===== src/rtl/regfile_wr_arbiter.sv =====
`default_nettype none
// ============================================================================
// Module   : regfile_wr_arbiter
// Purpose  : Shares the register file's single write port between two
//            writeback sources (A = ALU path, B = load/multiply path).
//            Round-robin arbitration on ties, zero-latency valid/grant
//            handshake, stall input, register-0 write suppression and a
//            saturating commit counter. The write port is driven from a
//            registered output stage feeding the 5-to-32 write decoder.
// Ports    : clk, rst_n (sync, active-low), stall
//            a_req/a_addr/a_data -> a_gnt   requester A
//            b_req/b_addr/b_data -> b_gnt   requester B
//            wr_en/wr_addr/wr_data          registered write port
//            commit_cnt                     saturating count of writes
// Revision : 1.0 - initial release
// ============================================================================
module regfile_wr_arbiter #(
    parameter int CNT_W = 16
) (
    input  logic             clk,
    input  logic             rst_n,
    input  logic             stall,
    input  logic             a_req,
    input  logic [0:4]       a_addr,
    input  logic [0:31]      a_data,
    output logic             a_gnt,
    input  logic             b_req,
    input  logic [0:4]       b_addr,
    input  logic [0:31]      b_data,
    output logic             b_gnt,
    output logic             wr_en,
    output logic [0:4]       wr_addr,
    output logic [0:31]      wr_data,
    output logic [0:CNT_W-1] commit_cnt
);

    // Encoding of the "last winner" bit.
    localparam logic c_LAST_A = 1'b0;
    localparam logic c_LAST_B = 1'b1;

    localparam logic [0:CNT_W-1] c_CNT_ONE = {{(CNT_W-1){1'b0}}, 1'b1};

    logic             r_last;
    logic             r_wr_en;
    logic [0:4]       r_wr_addr;
    logic [0:31]      r_wr_data;
    logic [0:CNT_W-1] r_commit_cnt;

    logic             w_arb_ok;
    logic             w_a_gnt;
    logic             w_b_gnt;
    logic [0:4]       w_sel_addr;
    logic [0:31]      w_sel_data;
    logic             w_wr_load;
    logic             w_cnt_sat;

    // Reset is folded into the grant so a requester never sees a grant
    // on an edge that discards its write.
    assign w_arb_ok = rst_n & ~stall;

    // On a tie the requester that did not win last time is granted.
    assign w_a_gnt = w_arb_ok & a_req & (~b_req | (r_last == c_LAST_B));
    assign w_b_gnt = w_arb_ok & b_req & (~a_req | (r_last == c_LAST_A));

    assign w_sel_addr = w_a_gnt ? a_addr : b_addr;
    assign w_sel_data = w_a_gnt ? a_data : b_data;

    // A grant targeting $zero completes the handshake but performs no write.
    assign w_wr_load = (w_a_gnt | w_b_gnt) & (|w_sel_addr);
    assign w_cnt_sat = &r_commit_cnt;

    always_ff @(posedge clk) begin
        if (!rst_n) begin
            r_last       <= c_LAST_B;
            r_wr_en      <= 1'b0;
            r_wr_addr    <= '0;
            r_wr_data    <= '0;
            r_commit_cnt <= '0;
        end else begin
            if (w_a_gnt) begin
                r_last <= c_LAST_A;
            end else if (w_b_gnt) begin
                r_last <= c_LAST_B;
            end

            r_wr_en <= w_wr_load;

            // Address/data hold unless a real write is loaded.
            if (w_wr_load) begin
                r_wr_addr <= w_sel_addr;
                r_wr_data <= w_sel_data;
            end

            if (w_wr_load && !w_cnt_sat) begin
                r_commit_cnt <= r_commit_cnt + c_CNT_ONE;
            end
        end
    end

    assign a_gnt      = w_a_gnt;
    assign b_gnt      = w_b_gnt;
    assign wr_en      = r_wr_en;
    assign wr_addr    = r_wr_addr;
    assign wr_data    = r_wr_data;
    assign commit_cnt = r_commit_cnt;

endmodule
`default_nettype wire


===== config.mk =====
export PLATFORM = sky130hd
export DESIGN_NAME = regfile_wr_arbiter
export DESIGN_NICKNAME = d
export VERILOG_FILES = /design/src/rtl/regfile_wr_arbiter.sv
export SDC_FILE = /design/constraint.sdc
export NUM_CORES = 1
export LEC_CHECK = 0
export BUFFER_PORTS_ARGS = -buffer_cell sky130_fd_sc_hd__buf_2
export CORE_AREA = 5 5 85 87
export DETAILED_ROUTE_END_ITERATION = 6
export DIE_AREA = 0 0 90 92
export PLACE_DENSITY = 0.76
export SLEW_MARGIN = 10
export SYNTH_ARGS = -nofsm -noshare
export SYNTH_HDL_FRONTEND = slang
export SYNTH_SLANG_ARGS = --single-unit

===== constraint.sdc =====
create_clock -name clk -period 5.14 [get_ports clk]
set_input_delay 1.028 -clock clk [delete_from_list [all_inputs] [get_ports clk]]
set_output_delay 1.028 -clock clk [all_outputs]
set_load 0.1 [all_outputs]

# Word-level counts from Yosys, hierarchy flattened
# Cells that the tools add are included.
[word_totals]
in_bits = 79
regBits = 55
output_inout_bits = 56
elab_cells = 28
[op_classes]
n_reduce_logical = 5
n_addsub = 1
mux = 4
n_bitwise = 13
[ops]
columns = ["cell", "count"]
rows = [
  ["32-bit two-way mux", 1],
  ["16-bit by 1-bit adder with 16-bit output (second input constant)", 1],
  ["16-bit AND reduction", 1],
  ["1-bit bitwise AND", 6],
  ["5-bit two-way mux", 1],
  ["5-bit OR reduction", 1],
  ["1-bit inverter", 4],
  ["1-bit bitwise OR", 3],
  ["1-bit two-way mux", 2],
  ["2-bit nonzero test", 1],
  ["1-bit logical AND", 1],
  ["1-bit zero test", 1],
]

# Logic depth before layout (Yosys ltp)
[logic_depth]
word_depth = 8
depth_mapped = 9
depth_no_buf = 6

# Worst setup path after synthesis
# Ideal clock, no wire load.
[synth_path]
path_kind = "input -> output"
startpoint = "in rst_n"
endpoint = "out a_gnt"
slack_ns = 2.157
required_ns = 4.112
t_arrival_ns = 1.955
n_path_buf = 2
path_stages = 4
cell_sequence = "nor2b_4 > and3_1 > buf_2 > buf_2"
[synth_between]
elab_chain_len = 3
[synth_rtl]
columns = ["item", "line_no", "rtl"]
rows = [
  ["from (decl)", "21", "input logic rst_n,"],
  ["1-bit bitwise AND", "59", "assign w_arb_ok = rst_n & ~stall;"],
  ["1-bit bitwise AND (2 in series)", "62", "assign w_a_gnt = w_arb_ok & a_req & (~b_req | (r_last == c_LAST_B));"],
  ["to (decl)", "26", "output logic a_gnt,"],
]
# No other way between the ends.

# Worst setup path in the final report
[layout_path]
startpoint = "in rst_n"
endpoint = "reg r_wr_data (netlist bit wr_data[28])"
[layout_between]
elab_chain_len = 6
elab_cells_between_ends = 10
classes_between = "2 x mux; 7 x bitwise; 1 x reduce/logical"
[layout_rtl]
columns = ["item", "line_no", "rtl"]
rows = [
  ["1-bit bitwise AND", "59", ""],
  ["1-bit bitwise AND (2 in series)", "62", ""],
  ["5-bit two-way mux", "65", "assign w_sel_addr = w_a_gnt ? a_addr : b_addr;"],
  ["5-bit OR reduction", "69", "assign w_wr_load = (w_a_gnt | w_b_gnt) & (|w_sel_addr);"],
  ["1-bit bitwise AND", "69", ""],
  ["to (signal assigned)", "91", "r_wr_data <= w_sel_data;"],
  ["to (decl)", "46", "logic [0:31] r_wr_data;"],
]
# Several ways; a longest one is shown, not always the timed one.
# A chain may end at the register's enable or synchronous reset.

==> results.txt <==
----------------------------------------------------
[Synth]
  Distinct cell type count after synthesis ... 32
  Sequential cell area fraction in the yosys report ... 40.0%
  Most common flop cell mapped by yosys ... dfxtp_1
  Average cell area after synthesis ... 9.91 um2
  Synth Net Count ... 358
  Gate count after technology mapping ... 278
  Share of flip-flops with an asynchronous set or reset ... 0%
  Post-synth EDFFs ... 0
  Number of synthesized register bits ... 55
  Mapped Area ... 0.00275 mm2
  Number of warnings reported in the yosys synthesis log ... 0

[Floorplanning]
  Number of placement rows ... 29
  Die width ... 90 um
  Die Area ... 0.00828 mm2
  Vertical die dimension ... 92 um
  Initial standard-cell utilization of the core ... 43.9%
  Std-Cell Core Area ... 0.00628 mm2
  Number of top-level pins ... 135

[Final layout]
  Area of all placed cells without fillers ... 0.00350 mm2
  Layout fillers ... 551
  Final layout net count ... 480
  Finished Layout Cells ... 478
  Fraction of final layout cells sized beyond drive strength 1 ... 44.1%
  Antenna cells ... 0
  Area grow syn2layout ... 27.0%
  Final core utilization ... 55.7%

[Detailed routing]
  Average wire length per cell after detail routing ... 14.2 um
  Post-route DRC ... 0
  Via count ... 2495
  Routed WL ... 6810 um
  Post-DR vias/cell ... 5.22
  Drt initial violations ... 67
  Post-DRT Antenna Nets ... 0
  First-pass iteration count of the detailed router ... 4

[CTS]
  CTS clock-pin slew for the worst setup and hold paths ... 0.09 ns
  Clock sink count ... 55
  CTS Buf Count ... 5
  Level count of the clock H-tree ... 2
  CTS Hold Bufs ... 0
  Later-pin clock latency in the skew report ... 0.30 ns
  Post_cts resized ... 0
  Worst-case clock buffer depth ... 2
  Root buf cell ... clkbuf_8
  Clock tree from TritonCTS ... done
  Post-CTS setup repair buffer count ... 0

[STA]
  Maximum clock frequency ... 298 MHz
  Transition time at the pin with the least slew margin ... 0.905 ns
  Setup repair after global routing missed its margin ... false
  Total negative slack ... 0 ns
  Clock period minus worst slack ... 3.36 ns
  Endpoints failing hold ... 0
  Final Skew ... 0.00893 ns
  Total setup violations reported at the end of the flow ... 0
  Final cycle utilization of the critical path ... 65.3%
  Pins Over Slew Limit ... 0
  Worst slew margin ... 39.6%

[Global route]
  GRT met1 Usage ... 19.7%
  Maximum number of pins on one net before global-route repair ... 62
  Met2 Track Usage GR ... 26.0%
  Global-route wire length before repair ... 11200 um
  Via count of the first global-routing pass ... 2311
  GRT Total Usage ... 15.9%
  Met3 Resource Use GR ... 6.06%
  Total global routing overflow ... 0
  Most utilized layer in the global route result ... met2
  Initial antenna violation count ... 1

[Pwr]
  Overall power of the completed layout ... 1.00 mW
  Pwr/cell area ... 287 mW/mm2
  Reported leakage power ... 1.57 nW
  VDD IR-drop max ... 0.000214 V

[Outcome]
  Result of the run ... completed

[Worst setup path]
  Biggest fanout along the worst timing path ... 61
  Type of the worst setup path ... input port to flip-flop
  Worst Path Required ... 5.36 ns
  Kind of capture point of the worst setup path ... flip-flop
  Critical Path Source Type ... input port
  Data arrival time of the worst path ... 3.58 ns

[Placed design]
  Number of placed cells counting well taps ... 470
  PortBufs ... 134
  Hpwl dp ... 5290 um
  GP Congestion ... 0.836
  Instance area at placement ... 0.00341 mm2

[Hold path]
  Type of the most critical hold path ... flip-flop to flip-flop

[Run]
  Max_cap viols ... 0

----------------------------------------------------
[final timing paths]
check | from | cells after the start | to | slack, ns
worst max-delay path | rst_n | 8 | wr_data[28] | 1.78
worst min-delay path | commit_cnt[7] | 2 | commit_cnt[7] | 0.49
worst max register to register | r_last | 7 | wr_data[28] | 2.59
worst min register to register | commit_cnt[7] | 2 | commit_cnt[7] | 0.49
[flip-flops by register name, indices dropped and copies added (netlist names)]
| name | cells |
|---|---|
| commit_cnt | 16 |
| r_last | 1 |
| wr_addr | 5 |
| wr_data | 32 |
| wr_en | 1 |
[report_power, final]
group | internal, mW | leakage [nW] | switching (mW) | total (mW)
Combinational | 0.0722 | 1.07 | 0.234 | 0.306
Sequential | 0.448 | 0.450 | 0.0113 | 0.459
Clock | 0.0982 | 0.0454 | 0.141 | 0.239
Total | 0.618 | 1.57 | 0.386 | 1.00
[critical path, stage by stage]
cell      delay (ns)
buf_2           0.36
nor2b_4         0.25
o21ai_0         0.15
a311o_2         0.42
inv_2           0.32
buf_4           0.65
nor2_1          0.13
a211oi_2        0.21
[cell usage in the layout (no fill, tap or decap), types with 2 or more instances in the layout]
cell type    n
o32ai_1      2
nand4_1     12
buf_4        2
o211ai_1     3
o21ai_0      2
clkinv_4     2
o31ai_1      3
a211oi_1     6
clkbuf_8     5
or4_1        2
nor4b_1      2
and3_1       5
inv_2        2
dfxtp_1     55
nand2_1     17
nand2b_1    10
inv_1        3
buf_2      134
nand3_1      5
mux2i_1     49
nor2_1      39
a211oi_2    29
[per-layer routing]
metal  part of all wire [%]  wire length, um
met1                     43             2960
met5                   0.10                7
met2                     46             3130
met4                    1.7              116
met3                    8.7              593
[stage by stage]
step	hold WS [ns]	worst slack [ns]
floorplan	0.495	2.16
global placement	0.470	1.59
detailed placement	0.475	1.46
CTS	0.493	1.78
global route	0.509	1.55
finish	0.489	1.78
[cells by family (layout without fill, tap and decap cells)]
| logic type | Yosys count | after routing | synth area share [%] |
|---|---|---|---|
| buf+inv | 26 | 149 | 5.36 |
| flops | 55 | 55 | 40.0 |
| fa+ha+maj | 1 | 1 | 0.454 |
| simple gates | 98 | 98 | 17.5 |
| compound gates | 49 | 49 | 18.9 |
| mux | 49 | 49 | 17.8 |
[cells in the mapped netlist, types with 3 or more instances]
library cell / count / area share (%)
nand3_1: 5 / 0.91
nor2_1: 39 / 5.3
o211ai_1: 3 / 0.82
clkbuf_1: 7 / 0.95
inv_1: 4 / 0.55
a211oi_1: 6 / 1.6
and3_1: 6 / 1.4
dfxtp_1: 55 / 40
nand4_1: 12 / 2.7
buf_6: 4 / 1.6
nand2_1: 17 / 2.3
buf_4: 3 / 0.82
a211oi_2: 29 / 13
nand2b_1: 10 / 2.3
mux2i_1: 49 / 18
buf_2: 7 / 1.3
o31ai_1: 3 / 0.82
[area by class of cell]
class | count | area [um2] | share of cell area (%)
sequential | 55 | 1100 | 31.5
clock inverter | 2 | 17.5 | 0.501
inverter | 5 | 18.8 | 0.536
multi-input combinational | 197 | 1510 | 43.1
tap | 77 | 96.3 | 2.75
timing repair buffer | 136 | 686 | 19.6
clock buffer | 6 | 72.6 | 2.07
No activity file was read; power rests on OpenSTA's default activity.
